===== src/rtl/envelope_generator.sv =====
// Per-channel amplitude envelope: walks STEP/HOLD/JUMP/END entries in the shared
// sound ROM, one entry per enable strobe, and holds the 4-bit amplitude for the mixer.
module envelope_generator #(
  parameter int ADDR_WIDTH = 8,
  parameter int DATA_WIDTH = 8
) (
  input  logic                  i_clk,
  input  logic                  i_rst,
  input  logic                  i_enable,
  input  logic                  i_load,
  input  logic [ADDR_WIDTH-1:0] i_base_addr,
  output logic [ADDR_WIDTH-1:0] o_rom_addr,
  input  logic [DATA_WIDTH-1:0] i_rom_data,
  output logic [3:0]            o_amplitude,
  output logic                  o_valid,
  output logic                  o_busy
);

  typedef enum logic [1:0] {
    IDLE    = 2'd0,
    ADDR    = 2'd1,
    DATA    = 2'd2,
    RESPOND = 2'd3
  } state_t;

  typedef enum logic [1:0] {
    OP_STEP = 2'b00,
    OP_HOLD = 2'b01,
    OP_JUMP = 2'b10,
    OP_END  = 2'b11
  } op_t;

  state_t                state_reg, state_next;
  logic [ADDR_WIDTH-1:0] base_reg, base_next;
  logic [ADDR_WIDTH-1:0] ptr_reg, ptr_next;
  op_t                   cur_op_reg, cur_op_next;
  op_t                   pend_op_reg, pend_op_next;
  logic [3:0]            amp_reg, amp_next;
  logic [3:0]            pend_amp_reg, pend_amp_next;
  logic                  jump_taken_reg, jump_taken_next;
  logic                  valid_reg, valid_next;
  op_t                   rom_op;

  assign rom_op = op_t'(i_rom_data[7:6]);

  always_ff @(posedge i_clk) begin
    if (i_rst) state_reg <= IDLE;
    else       state_reg <= state_next;
  end

  always_comb begin
    state_next      = state_reg;
    base_next       = base_reg;
    ptr_next        = ptr_reg;
    cur_op_next     = cur_op_reg;
    pend_op_next    = pend_op_reg;
    amp_next        = amp_reg;
    pend_amp_next   = pend_amp_reg;
    jump_taken_next = jump_taken_reg;
    valid_next      = 1'b0;
    case (state_reg)
      IDLE: begin
        if (i_enable) begin
          if (i_load) begin
            base_next       = i_base_addr;
            ptr_next        = i_base_addr;
            jump_taken_next = 1'b0;
            state_next      = ADDR;
          end else if (cur_op_reg == OP_STEP) begin
            ptr_next        = ptr_reg + ADDR_WIDTH'(1);
            jump_taken_next = 1'b0;
            state_next      = ADDR;
          end else begin
            // HOLD/END re-report the current entry without touching the ROM.
            pend_op_next  = cur_op_reg;
            pend_amp_next = (cur_op_reg == OP_END) ? 4'd0 : amp_reg;
            state_next    = RESPOND;
          end
        end
      end
      ADDR: state_next = DATA;
      DATA: begin
        if (rom_op == OP_JUMP && !jump_taken_reg) begin
          ptr_next        = base_reg + ADDR_WIDTH'(i_rom_data[5:0]);
          jump_taken_next = 1'b1;
          state_next      = ADDR;
        end else if (rom_op == OP_JUMP) begin
          // A jump landing on another jump terminates the envelope.
          pend_op_next  = OP_END;
          pend_amp_next = 4'd0;
          state_next    = RESPOND;
        end else begin
          pend_op_next  = rom_op;
          pend_amp_next = (rom_op == OP_END) ? 4'd0 : i_rom_data[3:0];
          state_next    = RESPOND;
        end
      end
      RESPOND: begin
        amp_next    = pend_amp_reg;
        cur_op_next = pend_op_reg;
        valid_next  = 1'b1;
        state_next  = IDLE;
      end
      default: state_next = IDLE;
    endcase
  end

  always_ff @(posedge i_clk) begin
    if (i_rst) begin
      base_reg       <= '0;
      ptr_reg        <= '0;
      cur_op_reg     <= OP_END;
      pend_op_reg    <= OP_END;
      amp_reg        <= 4'd0;
      pend_amp_reg   <= 4'd0;
      jump_taken_reg <= 1'b0;
      valid_reg      <= 1'b0;
    end else begin
      base_reg       <= base_next;
      ptr_reg        <= ptr_next;
      cur_op_reg     <= cur_op_next;
      pend_op_reg    <= pend_op_next;
      amp_reg        <= amp_next;
      pend_amp_reg   <= pend_amp_next;
      jump_taken_reg <= jump_taken_next;
      valid_reg      <= valid_next;
    end
  end

  assign o_rom_addr  = ptr_reg;
  assign o_amplitude = amp_reg;
  assign o_valid     = valid_reg;
  assign o_busy      = (state_reg != IDLE);

endmodule

===== config.mk =====
export PLATFORM = sky130hd
export DESIGN_NAME = envelope_generator
export DESIGN_NICKNAME = d
export VERILOG_FILES = /design/src/rtl/envelope_generator.sv
export SDC_FILE = /design/constraint.sdc
export NUM_CORES = 1
export LEC_CHECK = 0
export CAP_MARGIN = 40
export CORE_ASPECT_RATIO = 0.75
export CORE_UTILIZATION = 56
export DETAILED_ROUTE_END_ITERATION = 10
export PLACE_DENSITY = 0.85
export SYNTH_ARGS = -nofsm -noshare
export SYNTH_HDL_FRONTEND = slang
export SYNTH_SLANG_ARGS = --single-unit

===== constraint.sdc =====
create_clock -name i_clk -period 3.05 [get_ports i_clk]
set_input_delay 0.4575 -clock i_clk [delete_from_list [all_inputs] [get_ports i_clk]]
set_output_delay 0.4575 -clock i_clk [all_outputs]
set_load 0.1 [all_outputs]

---- Yosys cells after proc, flatten, opt, wreduce, memory -nomap -nowiden ----
Cells that the tools add are included.
word-level totals
  register bits after elaboration ......... 32
  input bits .............................. 20
  output and inout bits ................... 14
  word-level logic and storage cells ...... 62
operators by class
  $add $sub $neg .......................... 2
  eq/ne operators ......................... 12
  mux-type cells .......................... 30
  reductions and logical operators ........ 9
operators with widths
  operator                                                          number
  8-bit 2-to-1 mux                                                  4
  4-bit 2-to-1 mux                                                  7
  2-bit 2-to-1 mux                                                  9
  8-bit one-hot mux with 2 select lines                             1
  2-bit == test (second input constant)                             5
  2-bit inequality test (second input constant)                     5
  8-bit by 1-bit adder with 8-bit output (second input constant)    1
  8-bit by 6-bit adder with 8-bit output                            1
  2-bit one-hot mux with 4 select lines                             1
  4-bit one-hot mux with 2 select lines                             1
  1-bit 2-to-1 mux                                                  5
  5-bit AND reduction                                               1
  2-bit logical NOT                                                 2
  2-bit one-hot mux with 2 select lines                             1
  4-bit AND reduction                                               1
  2-bit nonzero test                                                2
  3-bit inequality test (second input constant)                     1
  3-bit AND reduction                                               1
  2-bit by 1-bit == test with 1-bit output (second input constant)  1
  1-bit one-hot mux with 2 select lines                             1
  1-bit logical AND                                                 1
  1-bit logical NOT                                                 1

---- Logic depth before layout (Yosys ltp) ----
Gate-level depths: netlist (run 1).
  word-level depth ........................ 6
  depth in mapped cells ................... 8
  depth with buffers taken out ............ 8

---- Least setup slack after synthesis (run 1) ----
OpenSTA, ideal clock, no wires.
  kind .................................... flip-flop to flip-flop
  from .................................... register ptr_reg[0], in the netlist o_rom_addr[0]
  to ...................................... register ptr_reg[6], in the netlist o_rom_addr[6]
  setup time .............................. 0.137 ns
  arrival ................................. 2.117 ns
  required time ........................... 2.913 ns
  setup slack ............................. 0.796 ns
  stages on the path, launching flop included .. 7
  path buffers ............................ 0
  clock period less this slack ............ 2.254 ns
  path through ............................ dfxtp_1 ha_1 inv_1 o21a_1 o311ai_0 o311a_1 nor3_1
on the way
  longest elaborated chain between the ends .. 5
ends and longest elaborated chain
  what                                    RTL line  RTL
  start, declared                         35        logic [ADDR_WIDTH-1:0] ptr_reg, ptr_next;
  start signal, assigned                  120       ptr_reg <= ptr_next;
  8-bit by 1-bit adder with 8-bit output  70        ptr_next = ptr_reg + ADDR_WIDTH'(1);
  8-bit 2-to-1 mux                        69        end else if (cur_op_reg == OP_STEP) begin
  8-bit 2-to-1 mux                        64        if (i_load) begin
  8-bit 2-to-1 mux                        63        if (i_enable) begin
  8-bit one-hot mux with 2 select lines   61        case (state_reg)
Every way passes these cells. The select of a mux whose other input is x is not followed.
A chain may end at the register's enable or synchronous reset.

---- Worst setup path in the final report (run 1) ----
  from .................................... input port i_rom_data[0]
  to ...................................... register ptr_reg[6], in the netlist o_rom_addr[6]
on the way
  longest elaborated chain between the ends .. 3
ends and longest elaborated chain
  what                                    RTL line  RTL
  start, declared                         13        input logic [DATA_WIDTH-1:0] i_rom_data,
  8-bit by 6-bit adder with 8-bit output  84        ptr_next = base_reg + ADDR_WIDTH'(i_rom_data[5:0]);
  8-bit 2-to-1 mux                        83        if (rom_op == OP_JUMP && !jump_taken_reg) begin
  8-bit one-hot mux with 2 select lines   61
Every way passes these cells. The select of a mux whose other input is x is not followed.

==> flow_metrics.tcl, run 1 <==
set metrics [dict create \
    setup_tns_ns 0 \
    final_cell_area_um2 2248 \
    hp-class "flop to flop" \
    setup_viol 0 \
    synth_top_area_cell "dfxtp_1" \
    synth_top_area_frac 0.3459 \
    ant_nets 0 \
    core-area_um2 3042 \
    drv_slew 0 \
    nets 278 \
    crit_required_ns 3.26 \
    critPathMaxFanout 3 \
    fp-row-count 17 \
    drt_wl_total_um 4239 \
    rsz0062_at_grt "no" \
    die_h_um 51.80 \
    yosys_warnings 0 \
    overflow 0 \
    area_growth_pct 21.42 \
    io_pins 34 \
    syn_inst 218 \
    initial_core_util 0.6088 \
    finalClockSkew_ns 0.009042 \
    fin_crit_sh 0.7583 \
    antenna_found_initial 0 \
    synth_area_leaders "dfxtp_1 35%, mux2i_1 4.9%, nor2_1 4.9%, a211oi_2 4.7%, ha_1 4.7%" \
    synth_nets 246 \
    finalPower_uw 1177 \
    grt_max_degree 33 \
    cts_resized 0 \
    leakage_uw 0.0008503 \
    end_kind "flop" \
    h-tree-depth 2 \
    track_usage 0.2604 \
    die_w_um 68.40 \
    die-area_um2 3543 \
    clk_latency_ns 0.29 \
    layout.cells.non_filler 289 \
    cap_violations 0 \
    clk_pin_slew_worst_paths_ns 0.07 \
    io_buffers 33 \
    crit_type "input port to flop" \
    cp_data_arrival_time_ns 2.52 \
    gp_congestion 0.9108 \
    cts_tree "done" \
    dpl-instance-area_um2 2158 \
    cts_hold_buf 0 \
    period_minus_slack_ns 2.313 \
    initialDrtViolationCount 122 \
    grt_pass1_vias 1446 \
    ys_ff_latch 32 \
    layout-drive-gt1-share 0.1713 \
    peakVddDrop_v 0.0003945 \
    n_antenna_cell 0 \
    crit_path_start_kind "input port" \
    cts_sinks 32 \
    placed_cells 281 \
    fmax_mhz 432.4 \
    netlist_area_um2 1852 \
    seq_area_frac_synth 0.3459 \
    post_cts_buffers 0 \
    drc 0 \
    tightest_slew_ns 0.5013 \
    grt_pass1_wl_um 6755 \
    max_slew_margin 0.6658 \
    power_density_nw_per_um2 523.4 \
    cts.path.max_buffers 2 \
    syn_avg_cell_area_um2 8.494 \
    final_hold_viol_count 0 \
    viasPerCell 5.869 \
    cts_root_buffer "clkbuf_8" \
    synth_cell_types 50 \
    wl_per_cell_um 14.67 \
    hpwlAfterDp_um 3152 \
    numCtsBuffers 5 \
    status "finished, final reports clean" \
    via_count 1696 \
    first_pass_iters 4 \
]
-- cell families (layout without fill, tap and decap cells) --
logic type                 after synthesis  after routing  synth area share
muxes                                    9              9           0.04865
AOI/OAI and AO/OA                       59             59            0.2493
DFF                                     32             32            0.3459
xor gates and xnor gates                 4              4           0.01892
buffers and inverters                   20             53           0.04798
adders and majority gates                8              8           0.05811
and+or+nand+nor                         86             86            0.2311
-- layout make-up --
type / count / area (um2)
inverter: 10 / 37.54
fill: 249 / 793.3
multi-input combinational: 166 / 1122
clock buffer: 8 / 90.09
tap: 38 / 47.55
timing repair buffer: 35 / 310.3
sequential: 32 / 640.6
-- Yosys cell counts (all sizes together) --
cell type   n
nand3       7
a41oi       1
o31ai       1
xnor2       1
o211ai      2
a21o        1
o211a       1
nor2b       3
o311a       1
nor2       29
a32oi       6
dfxtp      32
nand3b      3
nor3        9
o21bai      1
o311ai      1
nand2b      4
and2b       1
ha          7
fa          1
buf         4
inv        10
nand2      23
or2         2
and2        1
a211o       3
nand4       1
clkbuf      6
and3        2
or3         1
o21a        2
o31a        1
mux2i       9
o21ai      10
a21oi      15
a211oi     10
xor2        3
a31oi       1
a311oi      2
-- report_power, final --
group,switching (uW),internal [uW],leakage [uW]
Clock,157,184,0.0000455
Sequential,33.7,450,0.000262
Combinational,232,120,0.000543
Total,423,754,0.000850
-- metal layers --
metal / routed length (um) / track usage / part of all wire / vias to the layer above
met3: 314 / 0.06579 / 0.074 / 3
met1: 2068 / 0.3686 / 0.49 / 788
li1: - / - / - / 849
met4: 21 / 0.05208 / 0.0050 / 0
met2: 1834 / 0.3954 / 0.43 / 56
met5: 0 / 0 / 0 / -
-- critical path, stage by stage --
cell	delay, ns
clkdlybuf4s50_1	0.49
ha_1	0.20
inv_1	0.07
fa_1	0.38
nor2b_1	0.21
o31ai_1	0.11
and3_1	0.18
o311a_1	0.28
nor3_1	0.15
-- path summary, 6_finish.rpt --
kind / start / endpoint / slack (ns) / cells past startpoint
worst min register to register: pend_op_reg[0] / pend_op_reg[0] / 0.47 / 1
worst min-delay path: pend_op_reg[0] / pend_op_reg[0] / 0.47 / 1
worst max register to register: base_reg[0] / o_rom_addr[6] / 1.07 / 8
worst max-delay path: i_rom_data[0] / o_rom_addr[6] / 0.74 / 9
-- metrics by stage --
stage,utilization,hold WS (ns),worst slack [ns]
floorplan,-,0.4353,0.7961
global placement,0.7096,0.4477,0.5127
detailed placement,0.7096,0.4506,0.4477
CTS,0.7392,0.4662,0.7392
global route,0.7392,0.4839,0.6580
finish,0.7392,0.4702,0.7372
-- layout by cell type, fill, tap and decap left out, types with 4 or more instances in the layout --
cell type / count
a32oi_1: 5
o21ai_0: 10
nand2_1: 23
nor3_1: 9
clkbuf_8: 6
inv_1: 10
nor2_2: 4
nand3_1: 6
a21oi_1: 15
dfxtp_1: 32
a211oi_2: 7
clkdlybuf4s50_1: 19
nor2_1: 24
mux2i_1: 9
buf_4: 16
ha_1: 7
No activity file was read; power rests on OpenSTA's default activity.
==> run 2, diff against run 1 <==
--- a/config.mk
+++ b/config.mk
@@ -7,9 +7,9 @@
 export LEC_CHECK = 0
 export CAP_MARGIN = 40
 export CORE_ASPECT_RATIO = 0.75
-export CORE_UTILIZATION = 56
+export CORE_UTILIZATION = 47
 export DETAILED_ROUTE_END_ITERATION = 10
-export PLACE_DENSITY = 0.85
+export PLACE_DENSITY = 0.76
 export SYNTH_ARGS = -nofsm -noshare
 export SYNTH_HDL_FRONTEND = slang
 export SYNTH_SLANG_ARGS = --single-unit
==> constraint.sdc (replaced) <==
create_clock -name i_clk -period 1.9 [get_ports i_clk]
set_input_delay 0.285 -clock i_clk [delete_from_list [all_inputs] [get_ports i_clk]]
set_output_delay 0.285 -clock i_clk [all_outputs]
set_load 0.1 [all_outputs]
==> run 2 against run 1 <==
Compared with the run above: sequential share of layout area decreased by 2.5 points; clock power grew 110%; utilization decreased by 6.5 points; hold slack got worse by 0.0053 ns; global-route usage down 1.9 points; power grew 82%; die area grew 18%; largest power group unchanged; critical path depth decreased by 1; largest cell class unchanged; register-to-register slack worse by 1.0 ns.
==> flow_metrics.tcl, run 2 (synthesized netlist as in run 1, its figures left out) <==
set metrics [dict create \
    status "finished, final reports clean" \
    via_count 1761 \
    cpMaxStageDelayCell "fa_2" \
    layout-drive-gt1-share 0.2799 \
    initialDrtViolationCount 151 \
    cap_violations 0 \
    cts.path.max_buffers 2 \
    dpl-instance-area_um2 2341 \
    area_growth_pct 35.00 \
    final_cell_area_um2 2500 \
    n_antenna_cell 0 \
    antenna_found_initial 0 \
    io_buffers 33 \
    layout.cells.non_filler 320 \
    crit_required_ns 2.11 \
    crit_path_start_kind "flop" \
    die_w_um 74.48 \
    grt_max_degree 33 \
    finalClockSkew_ns 0.009304 \
    cpLargestDelayFamily "adder cells" \
    slowest_delay_ns 0.36 \
    drc 0 \
    cts_hold_buf 0 \
    viasPerCell 5.503 \
    wl_per_cell_um 14.68 \
    clk_pin_slew_worst_paths_ns 0.06 \
    final_hold_viol_count 0 \
    leakage_uw 0.0009725 \
    fin_crit_sh 0.9738 \
    die-area_um2 4198 \
    fmax_mhz 540.5 \
    setup_viol 0 \
    h-tree-depth 2 \
    cp_data_arrival_time_ns 2.06 \
    overflow 0 \
    cts_root_buffer "clkbuf_8" \
    drv_slew 0 \
    nets 295 \
    cts_sinks 32 \
    crit_buf_inv 1 \
    max_slew_margin 0.7521 \
    fp-row-count 19 \
    layout_commonest_cell "buf_4" \
    peakVddDrop_v 0.0006657 \
    crit_cells 8 \
    io_pins 34 \
    grt_pass1_vias 1610 \
    drt_wl_total_um 4698 \
    postLayoutCoreUtil 0.6741 \
    r2r.worst_path.cells 8 \
    gp_congestion 0.9559 \
    initial_core_util 0.4993 \
    grt_pass1_wl_um 7624 \
    cts_tree "done" \
    power_density_nw_per_um2 854.7 \
    critPathMaxFanout 2 \
    period_minus_slack_ns 1.850 \
    hp-class "flop to flop" \
    hold_depth 1 \
    clk_latency_ns 0.29 \
    crit_chain "ha_2, inv_1, fa_2, nor2b_4, o31ai_2, and3_1, o311a_1, nor3_2" \
    core-area_um2 3709 \
    first_pass_iters 4 \
    numCtsBuffers 5 \
    placed_cells 311 \
    die_h_um 56.36 \
    ant_nets 0 \
    end_kind "flop" \
    final_cell_mix "30 x buf_4, 25 x dfxtp_1, 24 x nor2_1, 23 x nand2_1, 17 x clkdlybuf4s50_1" \
    track_usage 0.2410 \
    crit_type "flop to flop" \
    tightest_slew_ns 0.3718 \
    hpwlAfterDp_um 3390 \
]
[run 2: final timing paths]
kind	end	slack, ns	startpoint
worst max register to register	o_rom_addr[6]	0.05	base_reg[0]
worst min-delay path	pend_op_reg[1]	0.46	pend_op_reg[1]
worst min register to register	pend_op_reg[1]	0.46	pend_op_reg[1]
worst max-delay path	o_rom_addr[6]	0.05	base_reg[0]
[run 2: per-layer routing]
layer / vias up / global-route usage / part of all wire / wire length [um]
li1: 881 / - / - / -
met1: 823 / 0.3604 / 0.51 / 2411
met2: 49 / 0.3385 / 0.43 / 2003
met3: 8 / 0.05386 / 0.048 / 226
met4: 0 / 0.07547 / 0.012 / 57
met5: - / 0 / 0 / 0
[run 2: worst register-to-register path, cell delays in order, from the launching register on]
cell     delay (ns)
dfxtp_2        0.34
ha_2           0.18
inv_1          0.05
fa_2           0.36
nor2b_4        0.14
o31ai_2        0.08
and3_1         0.17
o311a_1        0.30
nor3_2         0.16
[run 2: cell type report]
type / count / area (um2)
fillers: 320 / 1209
multi-input cells: 166 / 1149
flip-flops and latches: 32 / 649.4
repair buffers: 52 / 473.0
clock buffers: 7 / 96.34
well taps: 52 / 65.06
inverters: 10 / 37.54
clock inverters: 1 / 30.03
[run 2: power by group]
part / internal, uW / total, uW / leakage [uW] / switching (uW)
clock network: 463 / 723 / 0.0000645 / 261
registers: 726 / 782 / 0.000265 / 55.7
logic: 241 / 632 / 0.000644 / 390
[run 2: through the flow]
step | hold WS [ns] | setup TNS (ns) | setup slack, ns | total power (uW)
5_1_grt | 0.4909 | -0.01738 | -0.01738 | 2226
6_report | 0.4649 | 0 | 0.04972 | 2137
2_1_floorplan | 0.3794 | 0 | 0.02095 | 1220
4_1_cts | 0.4689 | 0 | 0.007347 | 2133
3_5_place_dp | 0.4544 | -1.870 | -0.4426 | 1415
3_3_place_gp | 0.4487 | -1.631 | -0.3836 | 1409
[run 2: timing repair]
item | 4_1_cts | 5_1_grt
pin swaps | 3 | 1
resized for setup | 4 | 7
gates cloned | 0 | 0
endpoints found under the setup margin | 3 | 4
buffers inserted | 1 | 0
